**src/rtl/write_eeprom_if.sv**
```systemverilog
// Upstream byte-stream and i2c_master control bundle
// for the EEPROM page writer.
interface write_eeprom_if;
  logic [6:0]  slave_addr_w;
  logic [15:0] mem_addr_w;
  logic [15:0] write_nbytes_w;
  logic        start;
  logic [7:0]  data_in;
  logic        data_req;
  logic        busy;
  logic        done;
  logic [6:0]  i2c_slave_addr;
  logic        i2c_rw;
  logic [7:0]  i2c_write_data;
  logic [7:0]  i2c_nbytes;
  logic        i2c_tx_data_req;
  logic        i2c_start;

  modport slave (
    input  slave_addr_w, mem_addr_w, write_nbytes_w,
    input  start, data_in, i2c_tx_data_req,
    output data_req, busy, done,
    output i2c_slave_addr, i2c_rw, i2c_write_data,
    output i2c_nbytes, i2c_start
  );

  modport master (
    output slave_addr_w, mem_addr_w, write_nbytes_w,
    output start, data_in, i2c_tx_data_req,
    input  data_req, busy, done,
    input  i2c_slave_addr, i2c_rw, i2c_write_data,
    input  i2c_nbytes, i2c_start
  );
endinterface

```
**src/rtl/write_eeprom.sv**
```systemverilog
// EEPROM page writer: splits a byte stream into
// page-aligned I2C write transactions via i2c_master.
module write_eeprom #(
  parameter int PAGE_SIZE        = 64,
  parameter int WRITE_CYCLE_CLKS = 300000
) (
  input  logic         clk,
  input  logic         reset,
  write_eeprom_if.slave bus
);
  typedef enum logic [2:0] {
    IDLE, SETUP, ISSUE, SEND, DRAIN, WAIT_WR, FINISH
  } state_t;

  localparam int CW = $clog2(WRITE_CYCLE_CLKS + 1);
  localparam logic [15:0] PMASK = 16'(PAGE_SIZE - 1);
  localparam logic [15:0] PSIZE = 16'(PAGE_SIZE);
  localparam logic [CW-1:0] WLAST =
    CW'(WRITE_CYCLE_CLKS - 1);

  state_t      state;
  state_t      state_nx;
  logic        start_q;
  logic [2:0]  req_sync;
  logic [6:0]  slave;
  logic [15:0] addr;
  logic [15:0] remaining;
  logic [7:0]  chunk_len;
  logic [7:0]  idx;
  logic [7:0]  wdata;
  logic [7:0]  nbytes;
  logic        dreq;
  logic [CW-1:0] wait_cnt;

  logic        start_edge;
  logic        req_rise;
  logic        req_fall;
  logic        last_byte;
  logic        wait_done;
  logic [15:0] room;
  logic [7:0]  chunk_calc;
  logic [15:0] rem_after;

  assign start_edge = bus.start & ~start_q;
  assign req_rise   = req_sync[1] & ~req_sync[2];
  assign req_fall   = ~req_sync[1] & req_sync[2];
  assign room       = PSIZE - (addr & PMASK);
  assign chunk_calc = (remaining < room) ?
                      remaining[7:0] : room[7:0];
  assign rem_after  = remaining - {8'd0, chunk_len};
  assign last_byte  = dreq &&
                      (idx == chunk_len + 8'd1);
  assign wait_done  = (wait_cnt == WLAST);

  // State register
  always_ff @(posedge clk) begin
    if (reset) state <= IDLE;
    else       state <= state_nx;
  end

  // Next-state sequencing through chunks
  always_comb begin
    state_nx = state;
    unique case (state)
      IDLE:
        if (start_edge)
          state_nx = (bus.write_nbytes_w == 16'd0) ?
                     FINISH : SETUP;
      SETUP:   state_nx = ISSUE;
      ISSUE:   if (req_rise) state_nx = SEND;
      SEND:    if (last_byte) state_nx = DRAIN;
      DRAIN:
        if (req_fall || !req_sync[1])
          state_nx = WAIT_WR;
      WAIT_WR:
        if (wait_done)
          state_nx = (rem_after != 16'd0) ?
                     SETUP : FINISH;
      FINISH:  state_nx = IDLE;
      default: state_nx = IDLE;
    endcase
  end

  // Datapath: latching, byte sequencing, tWR wait
  always_ff @(posedge clk) begin
    if (reset) begin
      start_q   <= 1'b0;
      req_sync  <= 3'd0;
      slave     <= 7'd0;
      addr      <= 16'd0;
      remaining <= 16'd0;
      chunk_len <= 8'd0;
      idx       <= 8'd0;
      wdata     <= 8'd0;
      nbytes    <= 8'd0;
      dreq      <= 1'b0;
      wait_cnt  <= '0;
    end else begin
      start_q  <= bus.start;
      req_sync <= {req_sync[1:0], bus.i2c_tx_data_req};
      dreq     <= 1'b0;
      unique case (state)
        IDLE: begin
          if (start_edge) begin
            slave     <= bus.slave_addr_w;
            addr      <= bus.mem_addr_w;
            remaining <= bus.write_nbytes_w;
          end
        end
        SETUP: begin
          chunk_len <= chunk_calc;
          nbytes    <= chunk_calc + 8'd2;
          wdata     <= addr[15:8];
          idx       <= 8'd0;
        end
        SEND: begin
          if (req_rise && idx <= chunk_len) begin
            idx <= idx + 8'd1;
            if (idx == 8'd0) wdata <= addr[7:0];
            else             dreq  <= 1'b1;
          end
          if (dreq) wdata <= bus.data_in;
        end
        WAIT_WR: begin
          wait_cnt <= wait_cnt + 1'b1;
          if (wait_done) begin
            wait_cnt  <= '0;
            addr      <= addr + {8'd0, chunk_len};
            remaining <= rem_after;
          end
        end
        default: ;
      endcase
    end
  end

  // Outputs decoded from state and datapath registers
  always_comb begin
    bus.busy           = (state != IDLE);
    bus.done           = (state == FINISH);
    bus.i2c_start      = (state == ISSUE);
    bus.i2c_rw         = 1'b0;
    bus.data_req       = dreq;
    bus.i2c_slave_addr = slave;
    bus.i2c_write_data = wdata;
    bus.i2c_nbytes     = nbytes;
  end
endmodule
```
**src/flat_wrapper.sv**
```systemverilog
// flat-port wrapper written by rule: the top's interface ports become plain ports
module write_eeprom_flat 
#(
  parameter int PAGE_SIZE        = 64,
  parameter int WRITE_CYCLE_CLKS = 300000
)
  (clk, reset, bus_slave_addr_w, bus_mem_addr_w, bus_write_nbytes_w, bus_start, bus_data_in, bus_i2c_tx_data_req, bus_data_req, bus_busy, bus_done, bus_i2c_slave_addr, bus_i2c_rw, bus_i2c_write_data, bus_i2c_nbytes, bus_i2c_start);
  write_eeprom_if bus_i ();
  input  logic clk;
  input  logic reset;
  input wire logic [$bits(bus_i.slave_addr_w)-1:0] bus_slave_addr_w;
  input wire logic [$bits(bus_i.mem_addr_w)-1:0] bus_mem_addr_w;
  input wire logic [$bits(bus_i.write_nbytes_w)-1:0] bus_write_nbytes_w;
  input wire logic [$bits(bus_i.start)-1:0] bus_start;
  input wire logic [$bits(bus_i.data_in)-1:0] bus_data_in;
  input wire logic [$bits(bus_i.i2c_tx_data_req)-1:0] bus_i2c_tx_data_req;
  output wire logic [$bits(bus_i.data_req)-1:0] bus_data_req;
  output wire logic [$bits(bus_i.busy)-1:0] bus_busy;
  output wire logic [$bits(bus_i.done)-1:0] bus_done;
  output wire logic [$bits(bus_i.i2c_slave_addr)-1:0] bus_i2c_slave_addr;
  output wire logic [$bits(bus_i.i2c_rw)-1:0] bus_i2c_rw;
  output wire logic [$bits(bus_i.i2c_write_data)-1:0] bus_i2c_write_data;
  output wire logic [$bits(bus_i.i2c_nbytes)-1:0] bus_i2c_nbytes;
  output wire logic [$bits(bus_i.i2c_start)-1:0] bus_i2c_start;
  assign bus_i.slave_addr_w = bus_slave_addr_w;
  assign bus_i.mem_addr_w = bus_mem_addr_w;
  assign bus_i.write_nbytes_w = bus_write_nbytes_w;
  assign bus_i.start = bus_start;
  assign bus_i.data_in = bus_data_in;
  assign bus_i.i2c_tx_data_req = bus_i2c_tx_data_req;
  assign bus_data_req = bus_i.data_req;
  assign bus_busy = bus_i.busy;
  assign bus_done = bus_i.done;
  assign bus_i2c_slave_addr = bus_i.i2c_slave_addr;
  assign bus_i2c_rw = bus_i.i2c_rw;
  assign bus_i2c_write_data = bus_i.i2c_write_data;
  assign bus_i2c_nbytes = bus_i.i2c_nbytes;
  assign bus_i2c_start = bus_i.i2c_start;
  write_eeprom #(.PAGE_SIZE(PAGE_SIZE), .WRITE_CYCLE_CLKS(WRITE_CYCLE_CLKS)) u_core (.clk(clk), .reset(reset), .bus(bus_i));
endmodule
```
**config.mk**
```make
export PLATFORM = sky130hd
export DESIGN_NAME = write_eeprom_flat
export DESIGN_NICKNAME = d
export VERILOG_FILES = /design/src/rtl/write_eeprom_if.sv /design/src/rtl/write_eeprom.sv /design/src/flat_wrapper.sv
export SDC_FILE = /design/constraint.sdc
export NUM_CORES = 1
export LEC_CHECK = 0
export ABC_AREA = 1
export BUFFER_PORTS_ARGS = -buffer_cell sky130_fd_sc_hd__clkbuf_2
export CAP_MARGIN = 20
export CORE_MARGIN = 5
export CORE_UTILIZATION = 54
export DETAILED_ROUTE_END_ITERATION = 12
export PLACE_DENSITY = 0.9
export SLEW_MARGIN = 40
export SYNTH_ARGS = -nofsm -noshare
export SYNTH_HDL_FRONTEND = slang
export SYNTH_SLANG_ARGS = --single-unit
export TNS_END_PERCENT = 5
```
**constraint.sdc**
```tcl
create_clock -name clk -period 2.5 [get_ports clk]
set_input_delay 0.25 -clock clk [delete_from_list [all_inputs] [get_ports clk]]
set_output_delay 0.25 -clock clk [all_outputs]
set_load 0.03 [all_outputs]
```
## After elaboration in Yosys (flattened, before gate mapping)

Cells that the tools add are included.

| operators by class | value |
|---|---|
| $add $sub $neg | 7 |
| magnitude comparators | 2 |
| equality and inequality tests | 16 |
| mux-type cells | 23 |
| bitwise operators | 8 |
| reduce and logical (&&, ||, !) cells | 17 |

Operators by type and width:

| cell | number |
|---|---|
| 16-bit 2-to-1 mux | 4 |
| 16-bit case mux with 2 select lines | 2 |
| 8-bit 2-to-1 mux | 5 |
| 8-bit case mux with 2 select lines | 2 |
| 3-bit 2-to-1 mux | 7 |
| 19-bit by 1-bit adder with 19-bit output, second input constant | 1 |
| 19-bit == test, second input constant | 1 |
| 19-bit 2-to-1 mux | 1 |
| 3-bit case mux with 6 select lines | 1 |
| 16-bit by 8-bit adder with 16-bit output | 1 |
| 8-bit by 1-bit adder with 8-bit output, second input constant | 2 |
| 16-bit zero test | 1 |
| 16-bit < comparator | 1 |
| 16-bit nonzero test | 1 |
| 16-bit by 8-bit subtractor with 16-bit output | 1 |
| 2-bit by 1-bit inequality test with 1-bit output, second input constant | 6 |
| 3-bit == test, second input constant | 3 |
| 8-bit by 2-bit adder with 8-bit output, second input constant | 1 |
| 8-bit == test | 1 |
| 8-bit <= comparator | 1 |
| 8-bit zero test | 1 |
| 7-bit by 6-bit subtractor with 8-bit output, first input constant | 1 |
| 3-bit by 2-bit == test with 1-bit output, second input constant | 2 |
| 3-bit by 1-bit inequality test with 1-bit output, second input constant | 2 |
| other kinds (14) | 24 |

| storage, ports and cells | value |
|---|---|
| register bits | 98 |
| input port bits | 51 |
| output and inout port bits | 28 |
| word-level logic and storage cells | 85 |

## Depth between registers and ports, before layout

| depth | value |
|---|---|
| word-level depth | 6 |
| mapped depth | 20 |
| mapped depth without buffers | 19 |

## Least setup slack after synthesis

OpenSTA, ideal clock, no wires.

| path | value |
|---|---|
| kind | reg-to-reg |
| start point | register u_core.addr[2] |
| end point | register u_core.nbytes[5] (netlist: u_core.bus.i2c_nbytes[5]) |
| library setup time | 76 ps |
| arrival | 2,520 ps |
| data required time | 2,424 ps |
| setup slack | -96 ps |
| cell stages (with the launch flop) | 18 |
| path buffers | 1 |
| period minus slack after synthesis | 2,596 ps |
| path through | dfxtp_1 nor2_1 nand2_1 nor3_1 xor2_1 ha_1 a21o_1 a211oi_1 nand3_2 buf_6 nand2_1 o21ai_1 ha_1 inv_1 nor2_4 nand2_1 nand2_1 a31oi_1 |

| between the ends | value |
|---|---|
| word-level cells in the longest chain between the ends | 4 |

RTL lines:

| item | line | RTL |
|---|---|---|
| from (decl) | write_eeprom.sv:26 | `logic [15:0] addr;` |
| from (signal assigned) | write_eeprom.sv:106 | `addr <= bus.mem_addr_w;` |
| from (signal assigned) | write_eeprom.sv:128 | `addr <= addr + {8'd0, chunk_len};` |
| 7-bit by 6-bit subtractor with 8-bit output | write_eeprom.sv:47 | `assign room = PSIZE - (addr & PMASK);` |
| 16-bit < comparator | write_eeprom.sv:48 | `assign chunk_calc = (remaining < room) ?` |
| 8-bit 2-to-1 mux | write_eeprom.sv:48 |  |
| net u_core.chunk_calc[1] | write_eeprom.sv:41 | `logic [7:0] chunk_calc;` |
| 8-bit by 2-bit adder with 8-bit output | write_eeprom.sv:112 | `nbytes <= chunk_calc + 8'd2;` |
| to (signal assigned) | write_eeprom.sv:112 |  |
| to (decl) | write_eeprom.sv:31 | `logic [7:0] nbytes;` |

The timed path passes the listed nets, and every way through them passes these cells.
A chain may end at the register's enable or synchronous reset.

## Worst setup path after layout

| path | value |
|---|---|
| start point | register u_core.addr[1] |
| end point | register u_core.nbytes[5] (netlist: u_core.bus.i2c_nbytes[5]) |

| between the ends | value |
|---|---|
| word-level cells in the longest chain between the ends | 4 |

RTL lines:

| item | line |
|---|---|
| 7-bit by 6-bit subtractor with 8-bit output * | write_eeprom.sv:47 |
| 16-bit < comparator | write_eeprom.sv:48 |
| 8-bit 2-to-1 mux * | write_eeprom.sv:48 |
| net u_core.chunk_calc[2] | write_eeprom.sv:41 |
| 8-bit by 2-bit adder with 8-bit output * | write_eeprom.sv:112 |

The timed path passes the listed nets; every way through them passes the cells marked *.

==> reports/metrics.yaml <==
floorplanning:
  die_h_um: 120
  num_rows: 40
  start_util: 0.546
  die_area_mm2: 0.0143
  ioPinCount: 79
  core_mm2: 0.0119
  fp.dieW_um: 120
job:
  drv_cap: 0
final_layout:
  final_common_cell: "nand2_1"
  layout_common_cells: "nand2_1, inv_1, nor2_1, dfxtp_1, clkbuf_2"
  design_area_mm2: 0.00766
  drive_above_1_share: 0.187
  diodes: 0
  finalNetCount: 1167
  area_delta_synth_final_pct: 18.3
sta:
  hold_viol_final: 0
  fin_skew_ns: 0.00991
  slew_headroom: 0.543
  fin_crit_ns: 2.72
  grt_setup_unrepaired: "true"
  final_max_slew_viol_count: 0
  fmax_mhz: 368
  setup_viol: 8
  worst_pin_slew_ns: 0.684
  period_share: 1.09
  worst_slack_ns: -0.220
synth:
  synthTopCellsByArea: "dfxtp_1, nand2_1, ha_1, inv_1, nor2_1"
  synth.net_count: 1061
  synth.top_cell.area_share: 0.300
  syn_area_mm2: 0.00648
  ys_seq_elements: 97
  yosysWarnings: 0
  synth_edf_count: 0
  synth_top_area_cell: "dfxtp_1"
  synth.distinct_cells: 55
  yosysSeqAreaShare: 0.300
  synth_cells: 972
  avgSynthCellArea_um2: 6.66
  synth_ff_type: "dfxtp_1"
  ys_async_sr_fraction: 0
worst_setup_path:
  end_kind: "register"
  r2r_cells: 16
  crit_type: "register to register"
  crit_path_start_kind: "register"
  crit_fanout: 5
  rrSetupSlack_ns: -0.22
  r2r_start: "u_core.addr[1]"
  critPathRequiredTime_ns: 2.72
  r2r_end: "u_core.bus.i2c_nbytes[5]"
  cp.arrival_ns: 2.94
clock_network:
  clockBufferDepth: 2
  root_buffer: "clkbuf_16"
  htreeDepth: 3
  cts_tree: "built"
  clock-sinks: 97
  clk_latency_ns: 0.36
  cts.clk_slew.worst_paths_ns: 0.07
  numCtsBuffers: 9
worst_hold_path:
  whs_path_depth: 3
  hold_start: "bus_i2c_tx_data_req"
  hold_path_class: "primary input to register"
  holdPathEnd: "u_core.req_sync[0]"
pwr:
  power_density_mw_per_mm2: 1420
  peakVddDrop_uv: 741
  cellLeakagePower_nw: 3.42
  power_mw: 10.9
place:
  dpl_worst_slack_ns: -0.137
  dpl_cell_area_mm2: 0.00727
  gp_congestion: 0.955
  port_buffers: 77
  hpwl_mm: 14.1
detailed_routing:
  drt-pass1-iter-count: 5
  wl_per_cell_um: 15.0
  ant_nets: 0
  vias: 6935
  wl_mm: 18.4
  vias_per_cell: 5.64
  drc: 0
  drt_iter0_drc: 662
global_routing:
  grt_pass1_vias: 6503
  overflow: 0
  met1_usage: 0.324
  grt_usage: 0.260
  met3_usage: 0.0589
  grt_antenna_before_repair: 0
  use_met2: 0.428
  top_usage_layer: "met2"
  grt_start_max_net_pins: 48
  grt_pass1_wl_mm: 30.4
outcome:
  violations: "setup timing"
  outcome: "finished with violations"
final cells by class:
type,count,area (um2)
clock inverter,4,51.3
sequential,97,1940
timing repair buffer,127,764
tap,147,184
fill,992,4200
inverter,119,447
multi-input combinational,724,4020
clock buffer,12,256
cells by family (layout without fill, tap and decap cells):
kind of cell             count (synthesis)  after routing  synth area share
flip-flops                              97             97             0.300
buffers and inverters                  151            262            0.0929
multiplexers                             3              3           0.00464
AND/OR/NAND/NOR                        457            457             0.307
XOR/XNOR                                24             24            0.0325
adder cells (fa/ha/maj)                 38             38            0.0757
AO/OA/AOI/OAI                          201            201             0.187
other                                    1              1          0.000579
flip-flops by register name, indices dropped and copies added, names as in the netlist:
name	cells
u_core.addr	16
u_core.bus.data_req	1
u_core.bus.i2c_nbytes	8
u_core.bus.i2c_slave_addr	7
u_core.bus.i2c_write_data	8
u_core.chunk_len	7
u_core.idx	8
u_core.remaining	16
u_core.req_sync	3
u_core.start_q	1
u_core.state	3
u_core.wait_cnt	19
cell usage after synthesis, types with 3 or more instances:
master	n
a211oi_1	13
a21oi_1	75
a221oi_2	7
a31oi_1	10
buf_1	3
buf_2	10
buf_4	4
clkbuf_1	14
dfxtp_1	97
ha_1	36
inv_1	111
inv_2	7
mux2i_1	3
nand2_1	219
nand2_2	3
nand3_1	59
nand4_1	20
nor2_1	108
nor2_2	5
nor3_1	18
nor3b_1	3
nor4_1	3
o211ai_1	13
o21a_1	3
o21ai_0	55
o21ai_1	9
o21ai_2	5
o22ai_1	4
or2_2	4
xnor2_1	6
xor2_1	18
what timing repair did:
item | 4_1_cts | 5_1_grt
hold buffers | 0 | 0
pin swaps | 6 | 2
setup buffers | 1 | 0
endpoints found under the setup margin | 8 | 29
cloned | 0 | 0
gates resized for setup | 8 | 17
critical path, cell delays in order (launching register included):
cell	delay (ns)
dfxtp_1	0.31
buf_4	0.13
inv_1	0.09
ha_2	0.23
nand2_1	0.07
xor2_1	0.16
ha_1	0.19
a21o_1	0.18
a211oi_2	0.28
nand3_4	0.15
o21ai_2	0.21
ha_2	0.22
inv_2	0.04
nor2_4	0.13
nand2_1	0.06
nand2_1	0.05
a31oi_1	0.07
per-layer routing:
layer / up-vias / wire [um]
met5: - / 0
met1: 3085 / 7620
li1: 3454 / -
met2: 331 / 8450
met3: 65 / 1550
met4: 0 / 831
how the worst max path moves through the flow:
stage	slack (ns)	to	from
detailed placement	-0.14	u_core.bus.i2c_nbytes[5]	u_core.addr[1]
global route	-0.37	u_core.bus.i2c_nbytes[5]	u_core.addr[0]
global placement	-0.01	u_core.bus.i2c_nbytes[5]	u_core.addr[1]
CTS	-0.11	u_core.bus.i2c_nbytes[5]	u_core.addr[1]
floorplan	0.001	u_core.bus.i2c_nbytes[5]	u_core.addr[2]
finish	-0.22	u_core.bus.i2c_nbytes[5]	u_core.addr[1]
power breakdown:
part / switching (mW) / internal [mW] / leakage [nW]
clock: 0.619 / 0.831 / 0.149
combinational: 4.41 / 2.58 / 2.48
sequential: 0.425 / 1.99 / 0.795
per-stage QoR:
step	hold WS, ns	util	cells	TNS (ns)
CTS	0.0731	0.642	1230	-0.253
detailed placement	0.401	0.613	1213	-0.501
finish	0.0828	0.646	1230	-1.20
global route	0.0927	0.646	1230	-2.89
floorplan	0.357	-	972	0
global placement	0.390	0.613	1213	-0.0135
Note: power is estimated with default switching activity, not from simulation.
